--- src/rtl/uart_bus_pkg.sv ---
// Shared constants for the UART bus controller: default register map, CON bit layout, TX sequencer states.
// No logic lives here.
package uart_bus_pkg;

   localparam logic [31:0] DEF_BASE_TXD = 32'h4000_0018;
   localparam logic [31:0] DEF_BASE_RXD = 32'h4000_001C;
   localparam logic [31:0] DEF_BASE_CON = 32'h4000_0020;

   localparam int CON_TX_IE    = 0;
   localparam int CON_RX_IE    = 1;
   localparam int CON_TX_DONE  = 2;
   localparam int CON_RX_VALID = 3;
   localparam int CON_TX_BUSY  = 4;
   localparam int CON_RX_OVF   = 5;

   typedef enum logic [1:0] {
      T_IDLE      = 2'd0,
      T_START     = 2'd1,
      T_WAIT_BUSY = 2'd2,
      T_WAIT_DONE = 2'd3
   } tx_state_t;

endpackage

--- src/rtl/uart_rx_fifo.sv ---
// Generic synchronous FIFO; head is combinational from the read pointer, push/pop take effect at the clock edge.
// A push while full is accepted only when a pop frees the slot in the same cycle; otherwise it is refused.
module uart_rx_fifo #(
   parameter int DEPTH = 4,
   parameter int WIDTH = 8
) (
   input  logic             clk,
   input  logic             reset,
   input  logic             push,
   input  logic [WIDTH-1:0] din,
   input  logic             pop,
   output logic [WIDTH-1:0] head,
   output logic             full,
   output logic             empty
);

   localparam int AW = $clog2(DEPTH);

   logic [WIDTH-1:0] mem [DEPTH];
   logic [AW:0]      wr_ptr;
   logic [AW:0]      rd_ptr;
   logic             do_push;
   logic             do_pop;

   // Extra pointer MSB distinguishes full from empty when the indices coincide.
   assign empty   = (wr_ptr == rd_ptr);
   assign full    = (wr_ptr[AW] != rd_ptr[AW]) && (wr_ptr[AW-1:0] == rd_ptr[AW-1:0]);
   assign do_pop  = pop && !empty;
   assign do_push = push && (!full || do_pop);
   assign head    = mem[rd_ptr[AW-1:0]];

   always_ff @(posedge clk) begin
      if (reset) begin
         wr_ptr <= '0;
         rd_ptr <= '0;
      end else begin
         if (do_push) wr_ptr <= wr_ptr + 1'b1;
         if (do_pop)  rd_ptr <= rd_ptr + 1'b1;
      end
   end

   always_ff @(posedge clk) begin
      if (do_push) mem[wr_ptr[AW-1:0]] <= din;
   end

endmodule

--- src/rtl/uart_bus_ctrl.sv ---
// Memory-mapped UART controller: TXD/RXD/CON registers, RX byte FIFO, TX start/busy/done sequencer, level irq.
// RX push 2 clk after the strobe is first sampled; TX_EN 1 clk after a TXD write; TXD writes while busy are dropped.
module uart_bus_ctrl
   import uart_bus_pkg::*;
#(
   parameter int          RX_DEPTH = 4,
   parameter logic [31:0] BASE_TXD = DEF_BASE_TXD,
   parameter logic [31:0] BASE_RXD = DEF_BASE_RXD,
   parameter logic [31:0] BASE_CON = DEF_BASE_CON
) (
   input  logic        clk,
   input  logic        reset,
   input  logic [31:0] addr,
   input  logic        rd_en,
   input  logic        wr_en,
   input  logic [31:0] wdata,
   output logic [31:0] rdata,
   input  logic        RX_STATUS,
   input  logic [7:0]  RX_DATA,
   input  logic        TX_STATUS,
   output logic        TX_EN,
   output logic [7:0]  TX_DATA,
   output logic        irq
);

   logic       rx_s1, rx_s2, rx_prev;
   logic       tx_s1, tx_s2;
   logic       tx_idle;
   logic       rx_push;
   logic       rx_pop;
   logic [7:0] rx_head;
   logic       rx_full;
   logic       rx_empty;
   logic       rx_valid;

   logic       tx_ie, rx_ie, tx_done, rx_ovf;
   logic [7:0] hold;
   logic       hold_valid;
   logic       tx_busy;

   tx_state_t  state, state_nxt;
   logic       tx_start;
   logic       set_done;

   logic       txd_wr, con_wr, con_rd, rxd_rd;
   logic [31:0] con_val;
   logic       unused_wdata;

   assign unused_wdata = ^wdata[31:8];

   assign txd_wr = wr_en && (addr == BASE_TXD);
   assign con_wr = wr_en && (addr == BASE_CON);
   assign con_rd = rd_en && (addr == BASE_CON);
   assign rxd_rd = rd_en && (addr == BASE_RXD);

   assign tx_idle  = tx_s2;
   assign rx_push  = rx_s2 && !rx_prev;
   assign rx_pop   = rxd_rd && !rx_empty;
   assign rx_valid = !rx_empty;
   assign tx_busy  = hold_valid || (state != T_IDLE);

   uart_rx_fifo #(
      .DEPTH (RX_DEPTH),
      .WIDTH (8)
   ) u_rx_fifo (
      .clk   (clk),
      .reset (reset),
      .push  (rx_push),
      .din   (RX_DATA),
      .pop   (rx_pop),
      .head  (rx_head),
      .full  (rx_full),
      .empty (rx_empty)
   );

   always_ff @(posedge clk) begin
      if (reset) begin
         state <= T_IDLE;
      end else begin
         state <= state_nxt;
      end
   end

   always_comb begin
      state_nxt = state;
      tx_start  = 1'b0;
      set_done  = 1'b0;
      case (state)
         T_IDLE: begin
            if (hold_valid && tx_idle) state_nxt = T_START;
         end
         T_START: begin
            tx_start  = 1'b1;
            state_nxt = T_WAIT_BUSY;
         end
         T_WAIT_BUSY: begin
            if (!tx_idle) state_nxt = T_WAIT_DONE;
         end
         T_WAIT_DONE: begin
            if (tx_idle) begin
               set_done  = 1'b1;
               state_nxt = T_IDLE;
            end
         end
         default: state_nxt = T_IDLE;
      endcase
   end

   always_ff @(posedge clk) begin
      if (reset) begin
         rx_s1      <= 1'b0;
         rx_s2      <= 1'b0;
         rx_prev    <= 1'b0;
         tx_s1      <= 1'b0;
         tx_s2      <= 1'b0;
         tx_ie      <= 1'b0;
         rx_ie      <= 1'b0;
         tx_done    <= 1'b0;
         rx_ovf     <= 1'b0;
         hold       <= 8'h00;
         hold_valid <= 1'b0;
      end else begin
         rx_s1   <= RX_STATUS;
         rx_s2   <= rx_s1;
         rx_prev <= rx_s2;
         tx_s1   <= TX_STATUS;
         tx_s2   <= tx_s1;

         if (con_wr) begin
            tx_ie <= wdata[CON_TX_IE];
            rx_ie <= wdata[CON_RX_IE];
         end

         // Sticky bits: a set event in the clearing read's cycle must not be lost.
         if (set_done)    tx_done <= 1'b1;
         else if (con_rd) tx_done <= 1'b0;

         if (rx_push && rx_full && !rx_pop) rx_ovf <= 1'b1;
         else if (con_rd)                   rx_ovf <= 1'b0;

         if (txd_wr && !tx_busy) begin
            hold       <= wdata[7:0];
            hold_valid <= 1'b1;
         end else if (tx_start) begin
            hold_valid <= 1'b0;
         end
      end
   end

   always_comb begin
      con_val               = '0;
      con_val[CON_TX_IE]    = tx_ie;
      con_val[CON_RX_IE]    = rx_ie;
      con_val[CON_TX_DONE]  = tx_done;
      con_val[CON_RX_VALID] = rx_valid;
      con_val[CON_TX_BUSY]  = tx_busy;
      con_val[CON_RX_OVF]   = rx_ovf;
   end

   always_comb begin
      rdata = '0;
      if (rxd_rd && rx_valid) rdata = {24'h0, rx_head};
      else if (con_rd)        rdata = con_val;
   end

   assign TX_EN   = tx_start;
   assign TX_DATA = tx_start ? hold : 8'h00;
   assign irq     = (tx_ie && tx_done) || (rx_ie && rx_valid);

endmodule

--- config.mk ---
export PLATFORM = sky130hd
export DESIGN_NAME = uart_bus_ctrl
export DESIGN_NICKNAME = d
export VERILOG_FILES = /design/src/rtl/uart_bus_pkg.sv /design/src/rtl/uart_rx_fifo.sv /design/src/rtl/uart_bus_ctrl.sv
export SDC_FILE = /design/constraint.sdc
export NUM_CORES = 1
export LEC_CHECK = 0
export ABC_AREA = 1
export CORE_MARGIN = 8
export CORE_UTILIZATION = 47
export CTS_CLUSTER_DIAMETER = 150
export DETAILED_ROUTE_END_ITERATION = 8
export PLACE_DENSITY = 0.88
export SYNTH_ARGS = -nofsm -noshare
export SYNTH_HDL_FRONTEND = slang
export SYNTH_SLANG_ARGS = --single-unit
--- constraint.sdc ---
create_clock -name clk -period 3.4 [get_ports clk]
set_input_delay 0.68 -clock clk [delete_from_list [all_inputs] [get_ports clk]]
set_output_delay 0.68 -clock clk [all_outputs]
set_load 0.05 [all_outputs]
======== Yosys cells after proc, flatten, opt, wreduce, memory -nomap -nowiden ========
Memory sizes are Yosys's and may differ from the RTL's. A register that Yosys moved wholly into a read port is not among the register bits.
Cells that the tools add are included.
storage, ports and cells
  register bits after elaboration ......... 26
  RAM bits ................................ 32
  bits of input ports ..................... 78
  output and inout port bits .............. 42
  logic and storage cells ................. 77
  memories ................................ 1
cells by class
  $add $sub $neg .......................... 2
  eq/ne operators ......................... 12
  mux-type cells .......................... 19
  reductions and logical operators ........ 29
memory list
  memory         depth  bits a word  read ports  clocked after memory_dff  write ports  line                source
  u_rx_fifo.mem  4      8            1           1                         1            uart_rx_fifo.sv:19  logic [WIDTH-1:0] mem [DEPTH];
operators by type and width
  operator                                                number
  equality test 32 x 31 -> 1 bit (second input constant)  3
  two-way mux 8 bit                                       2
  logical AND 1 bit                                       15
  two-way mux 1 bit                                       10
  two-way mux 2 bit                                       5
  one-hot mux 2 bit (4 select lines)                      1
  nonzero test 2 bit                                      4
  adder 3 x 1 -> 3 bit (second input constant)            2
  two-way mux 6 bit                                       1
  inequality test 2 bit (second input constant)           3
  zero test 1 bit                                         5
  equality test 2 bit (second input constant)             2
  equality test 3 bit                                     1
  logical OR 1 bit                                        3
  AND reduction 3 bit                                     1
  equality test 2 x 1 -> 1 bit (second input constant)    1
  equality test 2 bit                                     1
  zero test 2 bit                                         1
  inequality test 1 bit                                   1

======== Depth between registers and ports, before layout ========
Gate-level depths: netlist of the first run.
  word-level depth ........................ 8
  mapped depth ............................ 11

======== By module ========
From an unflattened synthesis of the first run, not the netlist that was laid out.
unflattened totals
  cell total of the unflattened synthesis .. 406
  area, all modules ....................... 3204.3 um^2
modules (own cells, without submodules)
  module         times used  cells an instance  area an instance (um^2)  sequential area each (um^2)
  uart_rx_fifo   1           142                1644.1                   1121.1
  uart_bus_ctrl  1           264                1560.2                   400.4

======== Least setup slack after synthesis of the first run ========
OpenSTA, ideal clock, no wires.
  kind .................................... input to output
  start point ............................. input port addr[15]
  end point ............................... output port rdata[1]
  data arrival time ....................... 2.361 ns
  setup slack ............................. 0.359 ns
  stages on the path ...................... 7
  path buffers ............................ 0
  cells stage by stage .................... nor2_1 -> nand2_1 -> nor2_2 -> nand3_2 -> clkinv_1 -> nand2_4 -> o21ai_0
on the way
  longest elaborated chain between the ends .. 4
  elaborated cells on any way between the ends .. 7
  those cells by class .................... eq/ne: 2; mux: 2; reduce/logical: 3
ends and longest elaborated chain
  element                                                   line                                        source
  start: declaration                                        uart_bus_ctrl.sv:13                         input logic [31:0] addr,
  equality test 32 x 31 -> 1 bit, on equally long branches  uart_bus_ctrl.sv:53, uart_bus_ctrl.sv:54
  logical AND 1 bit, on equally long branches               uart_bus_ctrl.sv:53, uart_bus_ctrl.sv:54
  two-way mux 6 bit or logical AND 1 bit (tied branches)    uart_bus_ctrl.sv:163, uart_bus_ctrl.sv:162
  two-way mux 8 bit *                                       uart_bus_ctrl.sv:162                        if (rxd_rd && rx_valid) rdata = {24'h0, rx_head};
  end: declaration                                          uart_bus_ctrl.sv:17                         output logic [31:0] rdata,
Every way passes the cells marked *; elsewhere a longest branch is shown, timed or not.

======== Worst setup path after layout of the first run ========
  start point ............................. input port rd_en
  end point ............................... output port rdata[2]
on the way
  longest elaborated chain between the ends .. 3
  elaborated cells on any way between the ends .. 5
  those cells by class .................... mux: 2; reduce/logical: 3
ends and longest elaborated chain
  element                                                 line                                        source
  start: declaration                                      uart_bus_ctrl.sv:14                         input logic rd_en,
  logical AND 1 bit, on equally long branches             uart_bus_ctrl.sv:53, uart_bus_ctrl.sv:54
  two-way mux 6 bit or logical AND 1 bit (tied branches)  uart_bus_ctrl.sv:163, uart_bus_ctrl.sv:162
  two-way mux 8 bit *                                     uart_bus_ctrl.sv:162
Marks and branches as above.

==> impl_metrics.env, run 1 <==
export IMPL_critPathMaxFanout=15
export IMPL_root_buffer="clkbuf_8"
export IMPL_cts_tree="built"
export IMPL_yosysSeqAreaShare_pct=49.8
export IMPL_grt_overflow_total=0
export IMPL_relSlewSlack_pct=63.7
export IMPL_clkSinkCount=60
export IMPL_gp_congestion=0.844
export IMPL_worstMarginPinSlew_ns=0.544
export IMPL_ys_top_cells_by_area="edfxtp_1, dfxtp_1, nor2_1"
export IMPL_grt_setup_unrepaired="no"
export IMPL_route_detailed_drc=0
export IMPL_grt_usage_pct=15.7
export IMPL_r2r_slack_ns=1.45
export IMPL_fin_setup_tns_ns=0
export IMPL_async_flop_share_pct=0
export IMPL_detail_route_iter0_violations=224
export IMPL_areaGrowthSynthToFinish_pct=32.7
export IMPL_ant_nets=0
export IMPL_synth_distinct_cells=31
export IMPL_hold_viol_final=0
export IMPL_path_cells="clkdlybuf4s50_1, nand2_1, nor2_1, nand2_1, nor2_1, nand2_2, inv_2, nand2_4, inv_2, o21ai_0, nand2_1, buf_12"
export IMPL_clk_pin_slew_ns=0.06
export IMPL_slew_violations=0
export IMPL_core_sq_mm=0.00631
export IMPL_min_period_ns=3.14
export IMPL_path_class="primary input to output port"
export IMPL_antenna_found_initial=0
export IMPL_netlist_area_leader_share_pct=31.5
export IMPL_ys_ff_latch=60
export IMPL_drt_pass1_iter_count=7
export IMPL_dp_hpwl_mm=5.45
export IMPL_synthTopCellsByCount="nor2_1, nand2_1, inv_1, edfxtp_1, dfxtp_1"
export IMPL_hold_path_class="register to register"
export IMPL_die_h_um=96.6
export IMPL_clk_latency_ns=0.33
export IMPL_cp_end_kind="output port"
export IMPL_cts_setup_buffers=0
export IMPL_post_route_util_pct=64.2
export IMPL_htreeDepth=3
export IMPL_cp_common_cell="nand2_1"
export IMPL_cts_buffers=9
export IMPL_status="finished, final reports clean"
export IMPL_critPathArrivalTime_ns=2.46
export IMPL_setup_viol=0
export IMPL_cp_slowest_cell="clkdlybuf4s50_1"
export IMPL_path_delay_family="buffers and inverters"
export IMPL_dr_total_vias=2684
export IMPL_max_vdd_ir_drop_mv=0.431
export IMPL_avgSynthCellArea_sq_um=8.17
export IMPL_fmax_mhz=318
export IMPL_wl_per_cell_um=14.0
export IMPL_critPathRequiredTime_ns=2.72
export IMPL_dieWidth_um=96.6
export IMPL_yosysMostFrequentCell="nor2_1"
export IMPL_io_buffers=71
export IMPL_row_count=29
export IMPL_fin_skew_ns=0.00665
export IMPL_synth_top_flop_cell="edfxtp_1"
export IMPL_finalPower_mw=1.76
export IMPL_start_kind="primary input"
export IMPL_grt_pass1_vias=2573
export IMPL_finalNetCount=540
export IMPL_max_stage_delay_ns=0.52
export IMPL_yosysWarnings=0
export IMPL_viasPerCell=5.03
export IMPL_pin_count=120
export IMPL_power_density_mw_per_mm2=434
export IMPL_clockBufferDepth=2
export IMPL_ctsHoldBuffers=0
export IMPL_period_share_pct=92.5
export IMPL_drv_cap=0
export IMPL_start_util_pct=48.4
export IMPL_cts_resized=0
export IMPL_synth_edff_count=32
export IMPL_yosysTopAreaCell="edfxtp_1"
export IMPL_syn_cell_area_sq_mm=0.00305
export IMPL_path_buf_inv=4
export IMPL_diodes=0
export IMPL_grt_pass1_wl_mm=12.0
export IMPL_die_area_sq_mm=0.00933
export IMPL_p_leak_nw=1.72
export IMPL_synthCells=374
export IMPL_routed_wl_mm=7.48
export IMPL_drive_gt1_share_pct=8.75
export IMPL_grt_max_degree=21
==> final timing paths <==
path                                     startpoint                  end  cells past startpoint
worst max register to register  u_rx_fifo.wr_ptr[0]  u_rx_fifo.mem[0][3]                      9
worst min-delay path                          tx_s1              tx_idle                      2
worst max-delay path                          rd_en             rdata[2]                     12
worst min register to register                tx_s1              tx_idle                      2
==> routing by layer <==
layer	routed length [um]	GRT usage, %	vias up	share of wire (%)
met5	0	0	-	0
met2	3780	27.2	126	51
met3	638	4.98	15	8.5
met4	166	9.23	0	2.2
met1	2890	16.2	1235	39
li1	-	-	1308	-
==> cell families after synthesis <==
logic type	count (synthesis)	synth area share [%]
other cells	1	0.123
buf+inv	79	13.0
fa+ha+maj	10	4.10
compound gates	52	9.30
simple gates	172	23.6
flops	60	49.8
==> cell type report <==
cell class / instances / area, sq um
Multi-Input combinational cell: 258 / 1220
Tap cell: 77 / 96.3
Timing Repair Buffer: 76 / 828
Inverter: 47 / 178
Sequential cell: 60 / 1520
Clock buffer: 11 / 131
Fill cell: 478 / 2260
Clock inverter: 5 / 76.3
==> report_power, final <==
part / switching [mW] / internal [mW] / leakage (nW) / total (mW)
combinational: 0.190 / 0.108 / 1.11 / 0.298
sequential: 0.0131 / 0.782 / 0.516 / 0.795
clock: 0.258 / 0.409 / 0.101 / 0.667
==> stage by stage <==
step	hold WS, ns	cell area, sq um	std cells	setup WS, ns
2_1_floorplan	0.388	3140	397	0.359
3_3_place_gp	0.389	3840	518	0.361
3_5_place_dp	0.392	3840	518	0.337
4_1_cts	0.401	4050	534	0.293
5_1_grt	0.434	4050	534	0.124
6_report	0.398	4050	534	0.256
==> flip-flops by register name (all words and copies together), names as in the netlist, named ones only <==
register and flops:
tx_s1 1, rx_s2 1, tx_idle 1, tx_done 1, hold_valid 1, u_rx_fifo.rd_ptr 3
rx_ie 1, rx_prev 1, state 2, rx_ovf 1, u_rx_fifo.mem 32, u_rx_fifo.wr_ptr 3
rx_s1 1, tx_ie 1, hold 8
==> placed cells by master, fill, tap and decap left out, types with 2 or more instances in the layout <==
cell type / netlist / final
nor2_1: 80 / 80
clkdlybuf4s50_1: 0 / 63
nand2_1: 61 / 61
inv_1: 42 / 42
edfxtp_1: 32 / 32
dfxtp_1: 28 / 28
o21ai_0: 27 / 27
conb_1: 1 / 24
a21oi_1: 20 / 20
nand3_1: 15 / 15
ha_1: 10 / 10
clkbuf_8: 0 / 9
buf_12: 0 / 8
buf_4: 24 / 5
nand2_2: 4 / 4
inv_2: 3 / 3
nor3_1: 3 / 3
nand3_2: 2 / 2
clkinv_1: 1 / 2
nand3b_1: 2 / 2
clkinv_2: 1 / 2
bufinv_16: 0 / 2
clkbuf_1: 5 / 2
==> worst min-delay path, cell delays in order, from the launching register on <==
cell and delay, ns:
dfxtp_1 0.29, inv_1 0.04, nor2_1 0.03
Note: power is estimated with default switching activity, not from simulation.
==> run 2: changes to the inputs <==
- REMOVE_ABC_BUFFERS: default -> 1
- SLEW_MARGIN: default -> 20
==> run 2 against run 1 <==
  * Clock power is 1% lower
  * Final cell count shrank 0.19%
  * Register-to-register slack better by 0.03 ns
  * Fmax shrank 1.7%
  * Non-clock buffer count is 1 lower
  * Critical endpoint is now rdata[5]
  * Largest power group unchanged
  * Clock skew down 0.00078 ns
  * Total power shrank 0.38%
  * Sequential share of layout area increased by 0.12 points
  * Sequential power about the same
  * Setup slack worse by 0.055 ns
==> impl_metrics.env, run 2 (synthesis gave the netlist of run 1 again) <==
export IMPL_status="finished, final reports clean"
export IMPL_dr_total_vias=2621
export IMPL_p_clk_share_pct=37.7
export IMPL_p_leak_nw=1.72
export IMPL_wl_per_cell_um=13.9
export IMPL_htreeDepth=3
export IMPL_start_util_pct=48.4
export IMPL_final_cell_mix="nor2_1, clkdlybuf4s50_1, nand2_1"
export IMPL_hold_path_class="register to register"
export IMPL_fin_setup_tns_ns=0
export IMPL_cp_depth=12
export IMPL_placed_cells=517
export IMPL_die_area_sq_mm=0.00933
export IMPL_fin_cells=533
export IMPL_fmax_mhz=313
export IMPL_grt_usage_pct=15.8
export IMPL_cp_end_kind="output port"
export IMPL_io_buffers=71
export IMPL_clkSinkCount=60
export IMPL_clk_latency_ns=0.33
export IMPL_route_detailed_drc=0
export IMPL_layout_commonest_cell="nor2_1"
export IMPL_period_share_pct=94.1
export IMPL_p_int_mw=1.30
export IMPL_reg2regPathDepth=9
export IMPL_gp_congestion=0.798
export IMPL_path_cells="clkdlybuf4s50_1, nand2_1, nor2_1, nand2_1, nor2_1, nand2_2, inv_2, nand2_4, inv_2, o21ai_0, nand2_1, buf_12"
export IMPL_core_sq_mm=0.00631
export IMPL_viasPerCell=4.92
export IMPL_pwr_share_seq_pct=45.3
export IMPL_die_h_um=96.6
export IMPL_cts_resized=0
export IMPL_hold_depth=2
export IMPL_finalNetCount=539
export IMPL_largest_reg_flops=32
export IMPL_diodes=0
export IMPL_fin_skew_ns=0.00586
export IMPL_cts_buffers=9
export IMPL_cts_tree="built"
export IMPL_start_kind="primary input"
export IMPL_grt_max_degree=21
export IMPL_grt_setup_unrepaired="no"
export IMPL_grt_pass1_wl_mm=12.1
export IMPL_nFillCells=458
export IMPL_grt_overflow_total=0
export IMPL_stdcell_area_sq_mm=0.00404
export IMPL_grt_pass1_vias=2627
export IMPL_hold_viol_final=0
export IMPL_cp_slowest_cell="clkdlybuf4s50_1"
export IMPL_areaGrowthSynthToFinish_pct=32.3
export IMPL_critPathRequiredTime_ns=2.72
export IMPL_placed_area_sq_mm=0.00384
export IMPL_cp_common_cell="nand2_1"
export IMPL_path_class="primary input to output port"
export IMPL_critPathMaxFanout=15
export IMPL_root_buffer="clkbuf_8"
export IMPL_setup_viol=0
export IMPL_drive_gt1_share_pct=8.11
export IMPL_whs_ns=0.403
export IMPL_ctsHoldBuffers=0
export IMPL_routed_wl_mm=7.42
export IMPL_min_period_ns=3.20
export IMPL_worstMarginPinSlew_ns=0.527
export IMPL_max_stage_delay_ns=0.53
export IMPL_sw_frac_of_total_pct=25.9
export IMPL_p_comb_share_pct=17.0
export IMPL_path_delay_family="buffers and inverters"
export IMPL_clk_pin_slew_ns=0.06
export IMPL_relSlewSlack_pct=64.8
export IMPL_multi_input_area_sq_mm=0.00122
export IMPL_row_count=29
export IMPL_dieWidth_um=96.6
export IMPL_critPathArrivalTime_ns=2.52
export IMPL_drt_pass1_iter_count=5
export IMPL_dp_hpwl_mm=5.50
export IMPL_power_density_mw_per_mm2=434
export IMPL_detail_route_iter0_violations=198
export IMPL_ant_nets=0
export IMPL_regArea_sq_mm=0.00152
export IMPL_antenna_found_initial=0
export IMPL_slew_violations=0
export IMPL_clockBufferDepth=2
export IMPL_path_buf_inv=4
export IMPL_cts_setup_buffers=0
export IMPL_drv_cap=0
export IMPL_pin_count=120
export IMPL_max_vdd_ir_drop_mv=0.325
export IMPL_switching_power_mw=0.455
run 2: changes by cell type in the layout (fill, tap and decap cells not counted), sizes merged:
cell	change
buf	-1
clkinvlp	-1
clkbuf	+1
run 2: final timing paths:
| check | end | from | slack (ns) |
|---|---|---|---|
| max | rdata[5] | addr[3] | 0.20 |
| min | rx_s2 | rx_s1 | 0.40 |
| max reg2reg | u_rx_fifo.mem[3][1] | u_rx_fifo.wr_ptr[0] | 1.48 |
| min reg2reg | rx_s2 | rx_s1 | 0.40 |
run 2: cell type report:
class,instances,share of cell area [%]
clock buffer,12,3.34
clock inverter,4,1.67
inverter,47,4.40
multi-input combinational,258,30.2
sequential,60,37.7
tap,77,2.38
timing repair buffer,75,20.3
run 2: power by group through the flow:
stage               combinational [mW]  sequential, mW  clock [mW]
floorplan                        0.184           0.808           0
global placement                 0.285           0.809           0
detailed placement               0.295           0.811           0
CTS                              0.297           0.795       0.669
global route                     0.323           0.797       0.708
finish                           0.298           0.795       0.660
run 2: through the flow:
stage	power (mW)	util [%]	setup WS [ns]
floorplan	0.991	-	0.319
global route	1.83	64.0	0.0846
CTS	1.76	64.0	0.246
global placement	1.09	60.8	0.314
detailed placement	1.11	60.8	0.296
finish	1.75	64.0	0.200
run 2: routing by layer:
metal	routed length, um	GRT usage (%)
met5	0	0
met4	149	7.22
met3	599	6.05
met2	3820	27.8
met1	2850	16.2
run 2: worst reg2reg max path: stages (launching register included):
cell and delay [ns]:
dfxtp_1 0.43, inv_1 0.13, nand2_1 0.08, nand2_1 0.08, nand3_2 0.12, nand2_2 0.09
o21ai_4 0.26, nand2_2 0.12, nor2_1 0.12, buf_4 0.20
